$ cat src/rtl/pipe_hazard_ctrl_pkg.sv
// ---------------------------------------------------------------------------
// pipe_hazard_ctrl_pkg
// Shared definitions for the pipeline stall/flush sequencer:
//   - PC select codes (sequential / exception vector / EPC)
//   - default exception entry address
//   - mult/div busy-counter width
//   - sequencer state encoding
// ---------------------------------------------------------------------------
package pipe_hazard_ctrl_pkg;

    localparam logic [1:0]  pc_sel_seq  = 2'd0;
    localparam logic [1:0]  pc_sel_exc  = 2'd1;
    localparam logic [1:0]  pc_sel_epc  = 2'd2;

    localparam logic [31:0] exc_vector  = 32'h0000_4180;

    localparam int          md_cnt_size = 5;

    typedef enum logic {
        ST_RUN   = 1'b0,
        ST_FLUSH = 1'b1
    } hz_state_e;

endpackage : pipe_hazard_ctrl_pkg

$ cat src/rtl/pipe_hazard_ctrl_md_busy_counter.sv
// ---------------------------------------------------------------------------
// pipe_hazard_ctrl_md_busy_counter
// Tracks how many cycles the multi-cycle mult/div unit still needs.
// Ports:
//   Clock      in   pipeline clock
//   Reset      in   asynchronous active-low reset
//   Load_i     in   mult/div launch request from E
//   Type_i     in   0 = mult/multu, 1 = div/divu
//   Cancel_i   in   flush this cycle; the launching instruction is cancelled
//   Busy_o     out  result pending (counter non-zero), registered
// ---------------------------------------------------------------------------
module pipe_hazard_ctrl_md_busy_counter
    import pipe_hazard_ctrl_pkg::*;
#(
    parameter int MULT_CYCLES = 5,
    parameter int DIV_CYCLES  = 10
) (
    input  logic Clock,
    input  logic Reset,
    input  logic Load_i,
    input  logic Type_i,
    input  logic Cancel_i,
    output logic Busy_o
);

    localparam logic [md_cnt_size-1:0] MULT_LD = md_cnt_size'(MULT_CYCLES);
    localparam logic [md_cnt_size-1:0] DIV_LD  = md_cnt_size'(DIV_CYCLES);

    logic [md_cnt_size-1:0] cnt_q, cnt_d;
    logic                   busy;

    assign busy = (cnt_q != '0);

    // A launch while already busy cannot legally happen (the D-stage stall
    // holds it back); if it does, the running count is kept.
    always_comb begin
        cnt_d = cnt_q;
        if (Load_i && !Cancel_i && !busy) begin
            cnt_d = Type_i ? DIV_LD : MULT_LD;
        end else if (busy) begin
            cnt_d = cnt_q - 1'b1;
        end
    end

    always_ff @(posedge Clock or negedge Reset) begin
        if (!Reset) begin
            cnt_q <= '0;
        end else begin
            cnt_q <= cnt_d;
        end
    end

    assign Busy_o = busy;

endmodule : pipe_hazard_ctrl_md_busy_counter

$ cat src/rtl/pipe_hazard_ctrl.sv
// ---------------------------------------------------------------------------
// pipe_hazard_ctrl
// Central stall/flush sequencer for the five-stage pipeline. Drives the
// enables and synchronous clears of the FD/DE/EM/MW pipeline registers and
// the PC update from hazard requests, mult/div occupancy and M-stage
// exception/ERET events.
//
// Build option:
//   PIPE_MD_STALL_EN  defined   -> mult/div busy counter present, D_MdUse
//                                  stalls while a result is pending
//                     undefined -> no counter, Md_Busy = 0, stall = D_Stall
//
// Ports:
//   Clock, Reset           pipeline clock, asynchronous active-low reset
//   D_Stall                data-hazard stall request from D
//   D_MdUse                instruction in D uses mult/div or HI/LO
//   E_MdStart, E_MdType    mult/div launch in E and its kind (1 = div)
//   M_ExcReq, M_Eret       exception taken / ERET on the M instruction
//   M_Epc                  EPC from CP0
//   Pc_En, Pc_Sel          PC write enable and source (0 seq, 1 vec, 2 EPC)
//   Pc_Target              redirect address for Pc_Sel = 1/2, else 0
//   {FD,DE,EM,MW}_En/_Clr  pipeline register enables / sync clears
//   Md_Busy                mult/div result pending (registered)
// ---------------------------------------------------------------------------
module pipe_hazard_ctrl
    import pipe_hazard_ctrl_pkg::*;
#(
    parameter int          MULT_CYCLES = 5,
    parameter int          DIV_CYCLES  = 10,
    parameter logic [31:0] EXC_VECTOR  = exc_vector
) (
    input  logic        Clock,
    input  logic        Reset,
    input  logic        D_Stall,
    input  logic        D_MdUse,
    input  logic        E_MdStart,
    input  logic        E_MdType,
    input  logic        M_ExcReq,
    input  logic        M_Eret,
    input  logic [31:0] M_Epc,
    output logic        Pc_En,
    output logic [1:0]  Pc_Sel,
    output logic [31:0] Pc_Target,
    output logic        FD_En,
    output logic        DE_En,
    output logic        EM_En,
    output logic        MW_En,
    output logic        FD_Clr,
    output logic        DE_Clr,
    output logic        EM_Clr,
    output logic        MW_Clr,
    output logic        Md_Busy
);

    hz_state_e state_q, state_d;
    logic      flush;
    logic      exc_flush;
    logic      stall;
    logic      md_busy;

    // -----------------------------------------------------------------------
    // Sequencer: one FLUSH cycle after every flush. Events seen in FLUSH are
    // ignored so a level-held interrupt cannot re-trigger back to back.
    // -----------------------------------------------------------------------
    always_comb begin
        state_d   = state_q;
        flush     = 1'b0;
        exc_flush = 1'b0;
        unique case (state_q)
            ST_RUN: begin
                if (M_ExcReq || M_Eret) begin
                    flush     = 1'b1;
                    exc_flush = M_ExcReq;
                    state_d   = ST_FLUSH;
                end
            end
            ST_FLUSH: begin
                state_d = ST_RUN;
            end
            default: begin
                state_d = ST_RUN;
            end
        endcase
    end

    always_ff @(posedge Clock or negedge Reset) begin
        if (!Reset) begin
            state_q <= ST_RUN;
        end else begin
            state_q <= state_d;
        end
    end

    // -----------------------------------------------------------------------
    // Mult/div occupancy
    // -----------------------------------------------------------------------
`ifdef PIPE_MD_STALL_EN
    // A launch coincident with a flush belongs to a cancelled instruction.
    pipe_hazard_ctrl_md_busy_counter #(
        .MULT_CYCLES (MULT_CYCLES),
        .DIV_CYCLES  (DIV_CYCLES)
    ) u_md_busy_counter (
        .Clock    (Clock),
        .Reset    (Reset),
        .Load_i   (E_MdStart),
        .Type_i   (E_MdType),
        .Cancel_i (flush),
        .Busy_o   (md_busy)
    );

    // The launching instruction itself already blocks its HI/LO consumer.
    assign stall = D_Stall | (D_MdUse & (md_busy | E_MdStart));
`else
    logic                   unused_md_inputs;
    logic [md_cnt_size-1:0] unused_md_cfg;

    assign unused_md_inputs = D_MdUse ^ E_MdStart ^ E_MdType;
    assign unused_md_cfg    = md_cnt_size'(MULT_CYCLES) ^ md_cnt_size'(DIV_CYCLES);
    assign md_busy          = 1'b0;
    assign stall            = D_Stall;
`endif

    assign Md_Busy = md_busy;

    // -----------------------------------------------------------------------
    // Register controls. Reset forces every stage into clear with enables
    // off; flush outranks any stall.
    // -----------------------------------------------------------------------
    always_comb begin
        Pc_En     = 1'b1;
        Pc_Sel    = pc_sel_seq;
        Pc_Target = '0;
        FD_En     = 1'b1;
        DE_En     = 1'b1;
        EM_En     = 1'b1;
        MW_En     = 1'b1;
        FD_Clr    = 1'b0;
        DE_Clr    = 1'b0;
        EM_Clr    = 1'b0;
        MW_Clr    = 1'b0;

        if (!Reset) begin
            Pc_En  = 1'b0;
            FD_En  = 1'b0;
            DE_En  = 1'b0;
            EM_En  = 1'b0;
            MW_En  = 1'b0;
            FD_Clr = 1'b1;
            DE_Clr = 1'b1;
            EM_Clr = 1'b1;
            MW_Clr = 1'b1;
        end else if (flush) begin
            FD_Clr = 1'b1;
            DE_Clr = 1'b1;
            EM_Clr = 1'b1;
            // ERET in M completes, so MW keeps it; an exception kills it.
            MW_Clr = exc_flush;
            if (exc_flush) begin
                Pc_Sel    = pc_sel_exc;
                Pc_Target = EXC_VECTOR;
            end else begin
                Pc_Sel    = pc_sel_epc;
                Pc_Target = M_Epc;
            end
        end else if (stall) begin
            Pc_En  = 1'b0;
            FD_En  = 1'b0;
            DE_Clr = 1'b1;
        end
    end

endmodule : pipe_hazard_ctrl

$ cat config.mk
export PLATFORM = sky130hd
export DESIGN_NAME = pipe_hazard_ctrl
export DESIGN_NICKNAME = d
export VERILOG_FILES = /design/src/rtl/pipe_hazard_ctrl_pkg.sv /design/src/rtl/pipe_hazard_ctrl_md_busy_counter.sv /design/src/rtl/pipe_hazard_ctrl.sv
export SDC_FILE = /design/constraint.sdc
export NUM_CORES = 1
export LEC_CHECK = 0
export CORE_ASPECT_RATIO = 0.7
export CORE_MARGIN = 8
export CORE_UTILIZATION = 17
export DETAILED_ROUTE_END_ITERATION = 10
export GPL_TIMING_DRIVEN = 0
export PLACE_DENSITY = 0.78
export SYNTH_ARGS = -nofsm -noshare
export SYNTH_HDL_FRONTEND = slang
export SYNTH_SLANG_ARGS = --single-unit
$ cat constraint.sdc
create_clock -name Clock -period 1.5 [get_ports Clock]
set_input_delay 0.3 -clock Clock [delete_from_list [all_inputs] [get_ports Clock]]
set_output_delay 0.3 -clock Clock [all_outputs]
set_load 0.01 [all_outputs]
==> results.tsv <==
metric	value	unit
syn_avg_cell_area	6.79	sq um
clock_skew	0	ps
drc	0	
cp.required	1200	ps
rr_endpoint	state_q	
cp_top_family	simple AND/OR/NAND/NOR gates	
ys_warn_count	0	
rows	14	
r2r_start	state_q	
ff2ff_path_depth	2	
dp_slack	-919	ps
syn_nets	96	
routabilityCongestion	0.849	
critPathKind	input pin to output pin	
top_register	state_q	
coreArea	0.00214	sq mm
cp_max_fo	6	
ant_nets	0	
grt_pass1_vias	745	
final_core_util	59.7	%
finalSetupViolCount	12	
crit_arrival	1240	ps
synthCells	56	
crit_buf_inv	4	
synth_area	380	sq um
reg_top3	state_q x1	
fin_crit_sh	103	%
fmax	0.648	GHz
finalHoldViolCount	0	
power.density	252	mW/mm^2
fillerInstances	210	
layout_commonest_cell	clkdlybuf4s50_1	
grt_max_degree	11	
grt_overflow	0	
critical_path.max_stage_delay	390	ps
boundaryPins	84	
antenna_found_initial	0	
ctsHoldBuffers	0	
status	finished, violations left	
die_w	72.5	microns
ys_ff_latch	1	
vias	681	
worstPathCellList	buf_8, and4bb_4, buf_6, buf_6, and2_4, buf_6	
avgRoutedWirePerCell	15.0	microns
wl	2570	microns
port_buffers	79	
clk_pin_slew	0	ps
ff2ff_setup_slack	810	ps
tns	-425	ps
nets	182	
yosysSeqAreaShare	6.58	%
crit_path_end_kind	output pin	
violations	negative setup slack	
hp-class	input pin to async pin	
dpl.hpwl	2140	microns
dp_cells	167	
mostFrequentLayoutCells	35 x clkdlybuf4s50_1, 25 x buf_6, 18 x and2_4, 11 x and2_1, 11 x buf_2	
critPathMostFrequentCell	buf_6	
slew_viol_final	0	
drt-initial-drc-count	8	
worstSkewPairLatency	0	ps
dieArea	0.00403	sq mm
ir_drop	0.000142	V
crit_slowest_cell	and4bb_4	
grt_pass1_wl	3730	microns
cap_violations	0	
area_delta_synth_final	236	%
drive_above_1_share	50.7	%
ys_types	15	
start_util	17.8	%
dr.pass1.iters	4	
stdcell_count	172	
vias_per_cell	3.96	
path_depth	6	
p_leak	0.639	nW
grt_use_total	11.1	%
rsz0062_at_grt	yes	
crit_path_start_kind	input pin	
period_minus_slack	1540	ps
setup_ws	-43.5	ps
die_y	55.6	microns
largest_reg_flops	1	
diodes	0	
==> final cells by class <==
type	count	area, sq um	area share, %
timing repair buffer	85	807	63.2
buffer	8	67.6	5.29
tap	32	40.0	3.14
multi-input combinational	44	329	25.8
inverter	2	7.51	0.588
sequential	1	25.0	1.96
==> how the worst max path moves through the flow <==
stage	from	to
floorplan	state_q	Pc_En
global placement	Reset	Pc_Target[30]
detailed placement	Reset	Pc_Target[19]
CTS	state_q	Pc_Target[3]
global route	M_ExcReq	Pc_Target[1]
finish	M_ExcReq	Pc_Target[9]
==> cells in the mapped netlist (all sizes together) <==
cell type	n	area, sq um
and2	29	181
nand2	1	3.75
nand2b	1	6.26
nand3b	1	7.51
o21ai	1	5.00
nor2	4	15.0
inv	2	7.51
and4bb	1	16.3
a21oi	3	15.0
dfrtp	1	25.0
conb	1	3.75
a21boi	1	7.51
buf	9	78.8
o21bai	1	7.51
==> kinds of logic after synthesis <==
| kind of cell | after synthesis | synth area share, % |
|---|---|---|
| AO/OA/AOI/OAI | 6 | 9.21 |
| buffers and inverters | 11 | 22.7 |
| flip-flops | 1 | 6.58 |
| other | 1 | 0.986 |
| AND/OR/NAND/NOR | 37 | 60.5 |
==> stage by stage <==
step | power (mW) | hold slack (ps) | area, sq um
4_1_cts | 0.297 | 118 | 1130
3_5_place_dp | 0.310 | 583 | 1210
3_3_place_gp | 0.304 | 575 | 1210
2_1_floorplan | 0.117 | 4.41 | 380
6_report | 0.321 | 117 | 1280
5_1_grt | 0.342 | 126 | 1280
==> repair_timing <==
action,in CTS,in global routing
pin swaps,5,11
endpoints found under the hold margin,0,0
buffers inserted,4,0
cloned,3,0
gates resized for setup,153,53
endpoints found under the setup margin,43,24
==> routing by layer <==
layer | part of all wire [%] | global-route usage, % | vias up
met1 | 33 | 9.98 | 308
met2 | 55 | 22.6 | 40
met5 | 0 | 0 | -
li1 | - | - | 333
met3 | 12 | 4.86 | 0
met4 | 0 | 0.284 | 0
==> power breakdown <==
group / switching, mW / internal, mW / leakage (nW)
logic: 0.0971 / 0.191 / 0.627
registers: 0.00271 / 0.0306 / 0.0120
clock network: 0 / 0 / 0
total: 0.0998 / 0.221 / 0.639
Note: power is estimated with default switching activity, not from simulation.
